## src/rtl/ifetch_bridge_pkg.sv

```systemverilog
// ifetch_bridge_pkg
// Shared types for the instruction-fetch bridge:
//   word_t          32-bit machine word (PC, address, instruction)
//   ifetch_state_t  bridge sequencing states
//   is_misaligned   true when a fetch address is not word aligned
package ifetch_bridge_pkg;

    typedef logic [31:0] word_t;

    typedef enum logic [1:0] {
        S_IDLE = 2'd0,
        S_REQ  = 2'd1,
        S_WAIT = 2'd2,
        S_HOLD = 2'd3
    } ifetch_state_t;

    function automatic logic is_misaligned(input word_t addr);
        return addr[1:0] != 2'b00;
    endfunction

endpackage

```

## src/rtl/ifetch_bridge_if.sv

```systemverilog
// ifetch_bridge_if
// SRAM-like instruction bus between the fetch bridge (master) and the
// instruction memory / cache (slave).
//   inst_req      master -> slave  request valid
//   inst_addr     master -> slave  request address
//   inst_addr_ok  slave  -> master request accepted this cycle
//   inst_data_ok  slave  -> master read data valid this cycle
//   inst_rdata    slave  -> master read data
interface ifetch_bridge_if;
    import ifetch_bridge_pkg::*;

    logic  inst_req;
    word_t inst_addr;
    logic  inst_addr_ok;
    logic  inst_data_ok;
    word_t inst_rdata;

    modport master (
        output inst_req,
        output inst_addr,
        input  inst_addr_ok,
        input  inst_data_ok,
        input  inst_rdata
    );

    modport slave (
        input  inst_req,
        input  inst_addr,
        output inst_addr_ok,
        output inst_data_ok,
        output inst_rdata
    );

endinterface

```

## src/rtl/ifetch_bridge.sv

```systemverilog
// ifetch_bridge
// Turns the current fetch PC into a single-outstanding instruction bus
// request, buffers the returned word and presents it to the fetch stage.
// Responses made stale by a redirect are discarded; misaligned PCs are
// flagged without any bus activity.
// Ports:
//   clk            core clock, rising edge
//   resetn         asynchronous active-low reset
//   pc             current fetch PC
//   fetch_en       fetch wanted (only leaves IDLE when high)
//   advance        PC register loads next PC; held instruction consumed
//   flush          redirect; any in-flight or held word is stale
//   bus            instruction bus, master side
//   instr          buffered instruction
//   i_data_ok      instr valid for current pc (stallF = ~i_data_ok)
//   pc_misaligned  the held result is a misaligned-PC fetch
module ifetch_bridge
    import ifetch_bridge_pkg::*;
#(
    parameter word_t RESET_INSTR = 32'h0000_0000
) (
    input  logic           clk,
    input  logic           resetn,
    input  word_t          pc,
    input  logic           fetch_en,
    input  logic           advance,
    input  logic           flush,
    ifetch_bridge_if.master bus,
    output word_t          instr,
    output logic           i_data_ok,
    output logic           pc_misaligned
);

    ifetch_state_t state_q, state_d;
    logic          locked_q, locked_d;   // address pinned until accepted
    word_t         req_pc_q, req_pc_d;
    logic          drop_q, drop_d;       // outstanding response is stale
    word_t         instr_q, instr_d;
    logic          pc_mis_q, pc_mis_d;

    logic          req_c;
    word_t         addr_c;

    always_ff @(posedge clk or negedge resetn) begin
        if (!resetn) begin
            state_q  <= S_IDLE;
            locked_q <= 1'b0;
            req_pc_q <= '0;
            drop_q   <= 1'b0;
            instr_q  <= RESET_INSTR;
            pc_mis_q <= 1'b0;
        end else begin
            state_q  <= state_d;
            locked_q <= locked_d;
            req_pc_q <= req_pc_d;
            drop_q   <= drop_d;
            instr_q  <= instr_d;
            pc_mis_q <= pc_mis_d;
        end
    end

    always_comb begin
        state_d  = state_q;
        locked_d = locked_q;
        req_pc_d = req_pc_q;
        drop_d   = drop_q;
        instr_d  = instr_q;
        pc_mis_d = pc_mis_q;
        req_c    = 1'b0;
        // Once a request has been presented but not accepted, the bus
        // address must not move even if the PC register does.
        addr_c   = locked_q ? req_pc_q : pc;

        case (state_q)
            S_IDLE: begin
                if (fetch_en && !flush) begin
                    state_d = S_REQ;
                end
            end

            S_REQ: begin
                if (!locked_q && is_misaligned(pc)) begin
                    // Never put a misaligned address on the bus; hand the
                    // fault straight to fetch as a held result.
                    state_d  = S_HOLD;
                    instr_d  = RESET_INSTR;
                    pc_mis_d = 1'b1;
                end else begin
                    req_c = 1'b1;
                    // A pinned request cannot be withdrawn, so a redirect
                    // only marks its eventual response as stale.
                    if (locked_q && flush) begin
                        drop_d = 1'b1;
                    end
                    if (bus.inst_addr_ok) begin
                        state_d  = S_WAIT;
                        locked_d = 1'b0;
                    end else begin
                        locked_d = 1'b1;
                        req_pc_d = addr_c;
                    end
                end
            end

            S_WAIT: begin
                if (bus.inst_data_ok) begin
                    if (drop_q || flush) begin
                        state_d = S_REQ;
                        drop_d  = 1'b0;
                    end else begin
                        instr_d = bus.inst_rdata;
                        state_d = S_HOLD;
                    end
                end else if (flush) begin
                    drop_d = 1'b1;
                end
            end

            S_HOLD: begin
                // Flush outranks advance: the held word belongs to the
                // abandoned path.
                if (flush) begin
                    state_d  = S_REQ;
                    instr_d  = RESET_INSTR;
                    pc_mis_d = 1'b0;
                end else if (advance) begin
                    state_d  = S_REQ;
                    pc_mis_d = 1'b0;
                end
            end

            default: begin
                state_d = S_IDLE;
            end
        endcase
    end

    assign bus.inst_req  = req_c;
    assign bus.inst_addr = addr_c;

    assign instr         = instr_q;
    assign i_data_ok     = (state_q == S_HOLD);
    assign pc_misaligned = pc_mis_q;

endmodule
```

## src/flat_wrapper.sv

```systemverilog
// flat-port wrapper written by rule: the top's interface ports become plain ports
module ifetch_bridge_flat import ifetch_bridge_pkg::*;
#(
    parameter word_t RESET_INSTR = 32'h0000_0000
)
  (clk, resetn, pc, fetch_en, advance, flush, instr, i_data_ok, pc_misaligned, bus_inst_req, bus_inst_addr, bus_inst_addr_ok, bus_inst_data_ok, bus_inst_rdata);
  ifetch_bridge_if bus_i ();
  input  logic clk;
  input  logic resetn;
  input  word_t pc;
  input  logic fetch_en;
  input  logic advance;
  input  logic flush;
  output word_t instr;
  output logic i_data_ok;
  output logic pc_misaligned;
  output wire logic [$bits(bus_i.inst_req)-1:0] bus_inst_req;
  output wire logic [$bits(bus_i.inst_addr)-1:0] bus_inst_addr;
  input wire logic [$bits(bus_i.inst_addr_ok)-1:0] bus_inst_addr_ok;
  input wire logic [$bits(bus_i.inst_data_ok)-1:0] bus_inst_data_ok;
  input wire logic [$bits(bus_i.inst_rdata)-1:0] bus_inst_rdata;
  assign bus_inst_req = bus_i.inst_req;
  assign bus_inst_addr = bus_i.inst_addr;
  assign bus_i.inst_addr_ok = bus_inst_addr_ok;
  assign bus_i.inst_data_ok = bus_inst_data_ok;
  assign bus_i.inst_rdata = bus_inst_rdata;
  ifetch_bridge #(.RESET_INSTR(RESET_INSTR)) u_core (.clk(clk), .resetn(resetn), .pc(pc), .fetch_en(fetch_en), .advance(advance), .flush(flush), .bus(bus_i), .instr(instr), .i_data_ok(i_data_ok), .pc_misaligned(pc_misaligned));
endmodule
```

## config.mk

```make
export PLATFORM = sky130hd
export DESIGN_NAME = ifetch_bridge_flat
export DESIGN_NICKNAME = d
export VERILOG_FILES = /design/src/rtl/ifetch_bridge_pkg.sv /design/src/rtl/ifetch_bridge_if.sv /design/src/rtl/ifetch_bridge.sv /design/src/flat_wrapper.sv
export SDC_FILE = /design/constraint.sdc
export NUM_CORES = 1
export LEC_CHECK = 0
export CORE_ASPECT_RATIO = 1.2
export CORE_MARGIN = 2
export CORE_UTILIZATION = 25
export CTS_BUF_LIST = sky130_fd_sc_hd__clkbuf_8
export DETAILED_ROUTE_END_ITERATION = 8
export DONT_BUFFER_PORTS = 1
export MAX_ROUTING_LAYER = met4
export PLACE_DENSITY = 0.34
export SYNTH_ARGS = -nofsm -noshare
export SYNTH_HDL_FRONTEND = slang
export SYNTH_SLANG_ARGS = --single-unit
```

## constraint.sdc

```tcl
create_clock -name clk -period 4.21 [get_ports clk]
set_input_delay 0.842 -clock clk [delete_from_list [all_inputs] [get_ports clk]]
set_output_delay 0.842 -clock clk [all_outputs]
set_load 0.1 [all_outputs]
```

Word level (Yosys, flattened, before mapping) --
Cells that the tools add are included. Widths: inputs -> output; s select.
Cells by class: equality and inequality tests 14, bitwise logic cells 2, reductions and logical operators 17, multiplexer cells 27
Operator list (number):
- $mux 32 | 5
- $pmux 32 s3 | 1
- $mux 2 | 7
- $mux 1 | 11
- $reduce_and 5->1 | 2
- $ne 2x2->1 const B | 4
- $pmux 2 s4 | 1
- $ne 2x1->1 const B | 3
- $ne 3x2->1 const B | 2
- $ne 3x3->1 const B | 2
- $reduce_and 3->1 | 2
- $reduce_bool 2->1 | 3
- $eq 2x2->1 const B | 2
- $pmux 1 s2 | 2
- $reduce_and 4->1 | 1
- $logic_and 1x1->1 | 3
- $reduce_bool 3->1 | 1
- $eq 2x1->1 const B | 1
- $logic_not 1->1 | 2
- $logic_not 2->1 | 1
- $not 1->1 | 2
- $reduce_and 2->1 | 1
- $logic_or 1x1->1 | 1
Word-level totals: output and inout port bits 67, register bits after elaboration 69

Depth between registers and ports, before layout --
Gate-level depths: netlist (run 1).
word-level depth 4, mapped depth 8, mapped depth without buffers 6

Worst setup path after synthesis (run 1) --
OpenSTA, ideal clock, no wires.
path type input port to output port, start input pc[1], end output bus_inst_req, arrival 2.238 ns, data required time 3.368 ns, cell stages on the path 4, setup slack 1.130 ns, cells stage by stage o21bai_1 -> and2_1 -> buf_6 -> clkbuf_1
Between the ends: word-level cells in the longest chain between the ends 4
RTL lines:
- from (decl) | RTL line flat_wrapper.sv:10 | input word_t pc;
- $reduce_bool 2->1 | RTL line ifetch_bridge_pkg.sv:18 | return addr[1:0] != 2'b00;
- $logic_and 1x1->1 | RTL line ifetch_bridge.sv:82 | if (!locked_q && is_misaligned(pc)) begin
- $mux 1 | RTL line ifetch_bridge.sv:82
- $mux 1 | RTL line ifetch_bridge.sv:74 | case (state_q)
- to (decl) | RTL line flat_wrapper.sv:17 | output wire logic [$bits(bus_i.inst_req)-1:0] bus_inst_req;
No other way between the ends.

Worst setup path after layout (run 1) --
start register u_core.locked_q, end output bus_inst_addr[3]
Between the ends: word-level cells in the longest chain between the ends 1
RTL lines:
- from (decl) | RTL line ifetch_bridge.sv:35 | logic locked_q, locked_d;
- from (signal assigned) | RTL line ifetch_bridge.sv:54 | locked_q <= locked_d;
- $mux 32 | RTL line ifetch_bridge.sv:72 | addr_c = locked_q ? req_pc_q : pc;
- to (decl) | RTL line flat_wrapper.sv:18 | output wire logic [$bits(bus_i.inst_addr)-1:0] bus_inst_addr;
No other way between the ends.

==> impl_metrics.toml, run 1 <==
[status]
run_status = "finished, final reports clean"

[floorplanning]
fp.dieArea_sq_um = 14170
coreArea_sq_um = 13070
fp.dieW_um = 109.0
fp-row-count = 46
io_pins = 138
start_util = 0.2532
die_y_um = 130.0

[placed_design]
place.gp.congestion = 0.6585
dp_hpwl_um = 5314
io_buffers = 0

[setup_path]
crit_required_ps = 3370
start_kind = "flop"
startpoint = "u_core.locked_q"
reg2reg_depth = 6
cp-end-kind = "primary output"
r2r-end = "u_core.instr[15]"
path_max_fanout = 27
r2r-start = "u_core.state_q[1]"
crit_arrival_ps = 2010
criticalPathCategory = "flop to primary output"
r2r_setup_slack_ps = 1680

[yosys]
synthTopCellsByArea = "dfrtp_1 52%, mux2_2 11%, mux2_1 10%"
synth_flop_cell = "dfrtp_1"
synth_area_sq_um = 3308
async_reset_ff_frac = 1.000
synth_top_cell_by_area = "dfrtp_1"
synth_warnings = 0
synthCells = 290
synth_cell_types = 29
ys_seq_elements = 69
syn_nets = 367
synthTopCellsByCount = "69 x dfrtp_1, 38 x o21ai_0, 34 x nand2_1"
yosysMostFrequentCell = "dfrtp_1"
ys_seq_area_frac = 0.5219
avgSynthCellArea_sq_um = 11.41
synth_edf_count = 0
synth_top_area_frac = 0.5219

[clock_network]
cts.clk_slew.worst_paths_ps = 80
cts-htree-levels = 3
cts_hold_buf = 0
cts_resized = 0
ctsLongestPathBuffers = 2
cts_buffers = 9
post-cts-setup-buffer-count = 0
clock_sinks = 69
clk_latency_ps = 340
cts-root-buf = "clkbuf_8"
cts_tree = "built"

[routing]
post_drt_wl_per_cell_um = 17.47
dr.pass1.iters = 4
vias = 2120
vias_per_cell = 4.629
drt_iter0_drc = 83
totalWireLength_um = 8000
drc = 0
ant_nets = 0

[sta]
slew_viol_final = 0
finalSetupViolations = 0
rsz0062_at_grt = "false"
hold_viol = 0
worst_pin_slew_ps = 950.4
fin_skew_ps = 8.763
slew_headroom = 0.3649
max_freq_mhz = 350.8
timing.final.crit_share = 0.6772
whs_ps = 187.3
finalSetupTns_ps = 0
layout_min_cycle_time_ps = 2851

[layout]
fillers = 1380
drive_gt1_frac = 0.1966
nets = 362
syn_to_final_growth_pct = 10.40
antennaDiodeCount = 0

[grt]
grt.total_usage = 0.1174
grt_pass1_wl_um = 12080
grt_antenna_before_repair = 0
grt.overflow.total = 0
grt_pass1_vias = 2230
grt_max_degree = 70

[hold_path]
hold_path_class = "primary input to async pin"

[flow_run]
maxCapViolations = 0
## worst max-delay path, cell delays in order, from the launching register on
cell and delay (ps):
dfrtp_1 620, buf_4 430, mux2_2 610
## through the flow
step / instances / worst slack [ps] / area, sq um / utilization
floorplan: 290 / 1130 / 3308 / -
global placement: 442 / 1444 / 3437 / 0.2631
detailed placement: 442 / 1411 / 3437 / 0.2631
CTS: 458 / 1305 / 3652 / 0.2795
global route: 458 / 1237 / 3652 / 0.2795
finish: 458 / 1359 / 3652 / 0.2795
## flip-flops by register name, summed over array words and instances (netlist names)
register / flops
u_core.instr: 32
u_core.state_q: 2
u_core.req_pc_q: 32
u_core.locked_q: 1
u_core.pc_misaligned: 1
u_core.drop_q: 1
## worst max path at each step
stage | endpoint | cells after the start
floorplan | bus_inst_req | 4
global placement | u_core.instr[16] | 5
CTS | bus_inst_addr[26] | 2
finish | bus_inst_addr[3] | 2
detailed placement | u_core.instr[7] | 5
global route | bus_inst_addr[3] | 2
## logic make-up after synthesis
family	synth area share
compound gates	0.1312
flops	0.5219
mux	0.2171
simple gates	0.06467
buf+inv	0.04236
fa+ha+maj	0.02269
## routing by layer
layer | global-route usage | part of all wire | up-vias
met5 | - | 0 | -
met4 | 0.04751 | 0.013 | 0
met3 | 0.05045 | 0.11 | 8
met2 | 0.1754 | 0.45 | 100
met1 | 0.1386 | 0.43 | 1010
li1 | - | - | 1002
## cell type report
| class | count | area [sq um] | area share |
|---|---|---|---|
| clock inverters | 7 | 91.34 | 0.02501 |
| flip-flops and latches | 69 | 1727 | 0.4728 |
| well taps | 168 | 210.2 | 0.05755 |
| multi-input cells | 196 | 1448 | 0.3964 |
| clock buffers | 9 | 123.9 | 0.03392 |
| inverters | 4 | 15.01 | 0.004111 |
| repair buffers | 5 | 37.54 | 0.01028 |
## layout by cell type (no fill, tap or decap), drive strengths merged
cell type | synthesis | final
a211o | 1 | 1
a21oi | 2 | 2
a22o | 1 | 1
a41oi | 1 | 1
and2 | 1 | 1
buf | 11 | 5
bufinv | 0 | 2
clkbuf | 10 | 9
clkinv | 0 | 1
clkinvlp | 0 | 3
dfrtp | 69 | 69
ha | 6 | 6
inv | 4 | 5
mux2 | 62 | 62
mux2i | 2 | 2
nand2 | 34 | 34
nand2b | 4 | 4
nand4b | 1 | 1
nor2 | 2 | 2
nor2b | 1 | 1
nor3b | 2 | 2
o21ai | 70 | 70
o21ba | 1 | 1
o21bai | 1 | 1
o22ai | 1 | 1
o31a | 2 | 2
or2 | 1 | 1
Power of run 1 is not shown: default switching activity piles up to over one toggle a cycle in this logic, so the estimate is an artifact.
==> run 2, diff against run 1 <==
==> constraint.sdc (replaced) <==
create_clock -name clk -period 2.95 [get_ports clk]
set_input_delay 0.59 -clock clk [delete_from_list [all_inputs] [get_ports clk]]
set_output_delay 0.59 -clock clk [all_outputs]
set_load 0.1 [all_outputs]
==> impl_metrics.toml, run 2 (synthesis gave the netlist of run 1 again) <==
[sta]
fin_skew_ps = 4.102
slew_headroom = 0.3626
worst_pin_slew_ps = 956.1
finalSetupTns_ps = 0
layout_min_cycle_time_ps = 2423
rsz0062_at_grt = "false"
slew_viol_final = 0
timing.final.crit_share = 0.8213
hold_viol = 0
max_freq_mhz = 412.8
finalSetupViolations = 0

[setup_path]
start_kind = "flop"
crit_path_max_incr_delay_ps = 650
startpoint = "u_core.state_q[1]"
cp-end-kind = "primary output"
r2r-start = "u_core.state_q[1]"
criticalPathCategory = "flop to primary output"
path_max_fanout = 11
crit_chain = "inv_1, ha_1, and2_2"
crit_arrival_ps = 1830
crit_required_ps = 2360
critPathSlowestCell = "and2_2"

[clock_network]
post-cts-setup-buffer-count = 0
cts-htree-levels = 3
cts_tree = "built"
clk_latency_ps = 330
cts-root-buf = "clkbuf_8"
ctsLongestPathBuffers = 2
cts_buffers = 9
cts.clk_slew.worst_paths_ps = 70
clock_sinks = 69

[floorplanning]
die_y_um = 130.0
coreArea_sq_um = 13070
start_util = 0.2532
io_pins = 138
fp-row-count = 46
fp.dieW_um = 109.0
fp.dieArea_sq_um = 14170

[hold_path]
hold_path_class = "primary input to async pin"

[layout]
postLayoutCellArea_sq_um = 3685
final_cell_mix = "69 x dfrtp_1, 38 x o21ai_0, 34 x nand2_1"
nets = 367
register_area_sq_um = 1727
fin_cells = 461
syn_to_final_growth_pct = 11.38
drive_gt1_frac = 0.2048
multi_input_area_sq_um = 1448
antennaDiodeCount = 0
fillers = 1388
layout_commonest_cell = "dfrtp_1"

[grt]
grt_max_degree = 70
grt.overflow.total = 0
grt_pass1_vias = 2221
grt_antenna_before_repair = 0
grt_pass1_wl_um = 11970
grt.total_usage = 0.1154

[placed_design]
io_buffers = 0
place_area_sq_um = 3492
dp_hpwl_um = 5336
place.gp.congestion = 0.7473
placedCellCount = 446

[routing]
vias_per_cell = 4.659
vias = 2148
ant_nets = 0
dr.pass1.iters = 4
drt_iter0_drc = 75
drc = 0
post_drt_wl_per_cell_um = 16.91
totalWireLength_um = 7795

[status]
run_status = "finished, final reports clean"

[flow_run]
maxCapViolations = 0
run 2: changes by cell type in the layout (fill, tap and decap cells not counted):
cell	before	now
clkbuf_8	9	11
buf_12	0	2
clkinv_2	1	2
buf_4	5	7
bufinv_16	2	0
buf_16	0	1
clkinvlp_4	3	0
run 2: worst paths after layout:
check	endpoint	slack, ps	cells after the start
setup / recovery	bus_inst_req	530	3
hold / removal	u_core.req_pc_q[26]	140	1
setup reg to reg	u_core.instr[17]	700	5
hold reg to reg	u_core.req_pc_q[19]	480	1
max in group asynchronous	u_core.req_pc_q[20]	2530	1
min in group clk	u_core.instr[3]	370	2
run 2: critical path, delay by kind of cell (launching register included):
kind / cells / cell delay (ps)
adders and majority gates: 1 / 300
buffers and inverters: 1 / 130
DFF: 1 / 410
and+or+nand+nor: 1 / 650
run 2: repair_timing:
action	in CTS	in global routing
gates resized for setup	0	0
endpoints found under the hold margin	69	0
hold buffers	1	0
endpoints found under the setup margin	0	0
run 2: cell type report:
class | instances | area share
repair buffers | 10 | 0.03260
inverters | 4 | 0.004075
flip-flops and latches | 69 | 0.4686
clock buffers | 11 | 0.04109
clock inverters | 3 | 0.003735
multi-input cells | 196 | 0.3929
well taps | 168 | 0.05705
run 2: metrics by stage:
stage | hold slack [ps] | util | setup slack (ps)
floorplan | 294.4 | - | 374.1
global placement | 296.5 | 0.2673 | 613.0
detailed placement | 296.5 | 0.2673 | 641.7
CTS | 126.8 | 0.2820 | 482.7
global route | 137.7 | 0.2820 | 410.5
finish | 137.9 | 0.2820 | 527.3
run 2: metal layers:
metal,up-vias,GRT usage,part of all wire
li1,1009,-,-
met1,1025,0.1410,0.42
met2,104,0.1655,0.45
met3,10,0.04745,0.11
met4,0,0.05279,0.019
met5,-,-,0
Power of run 2 is left out for the same reason.
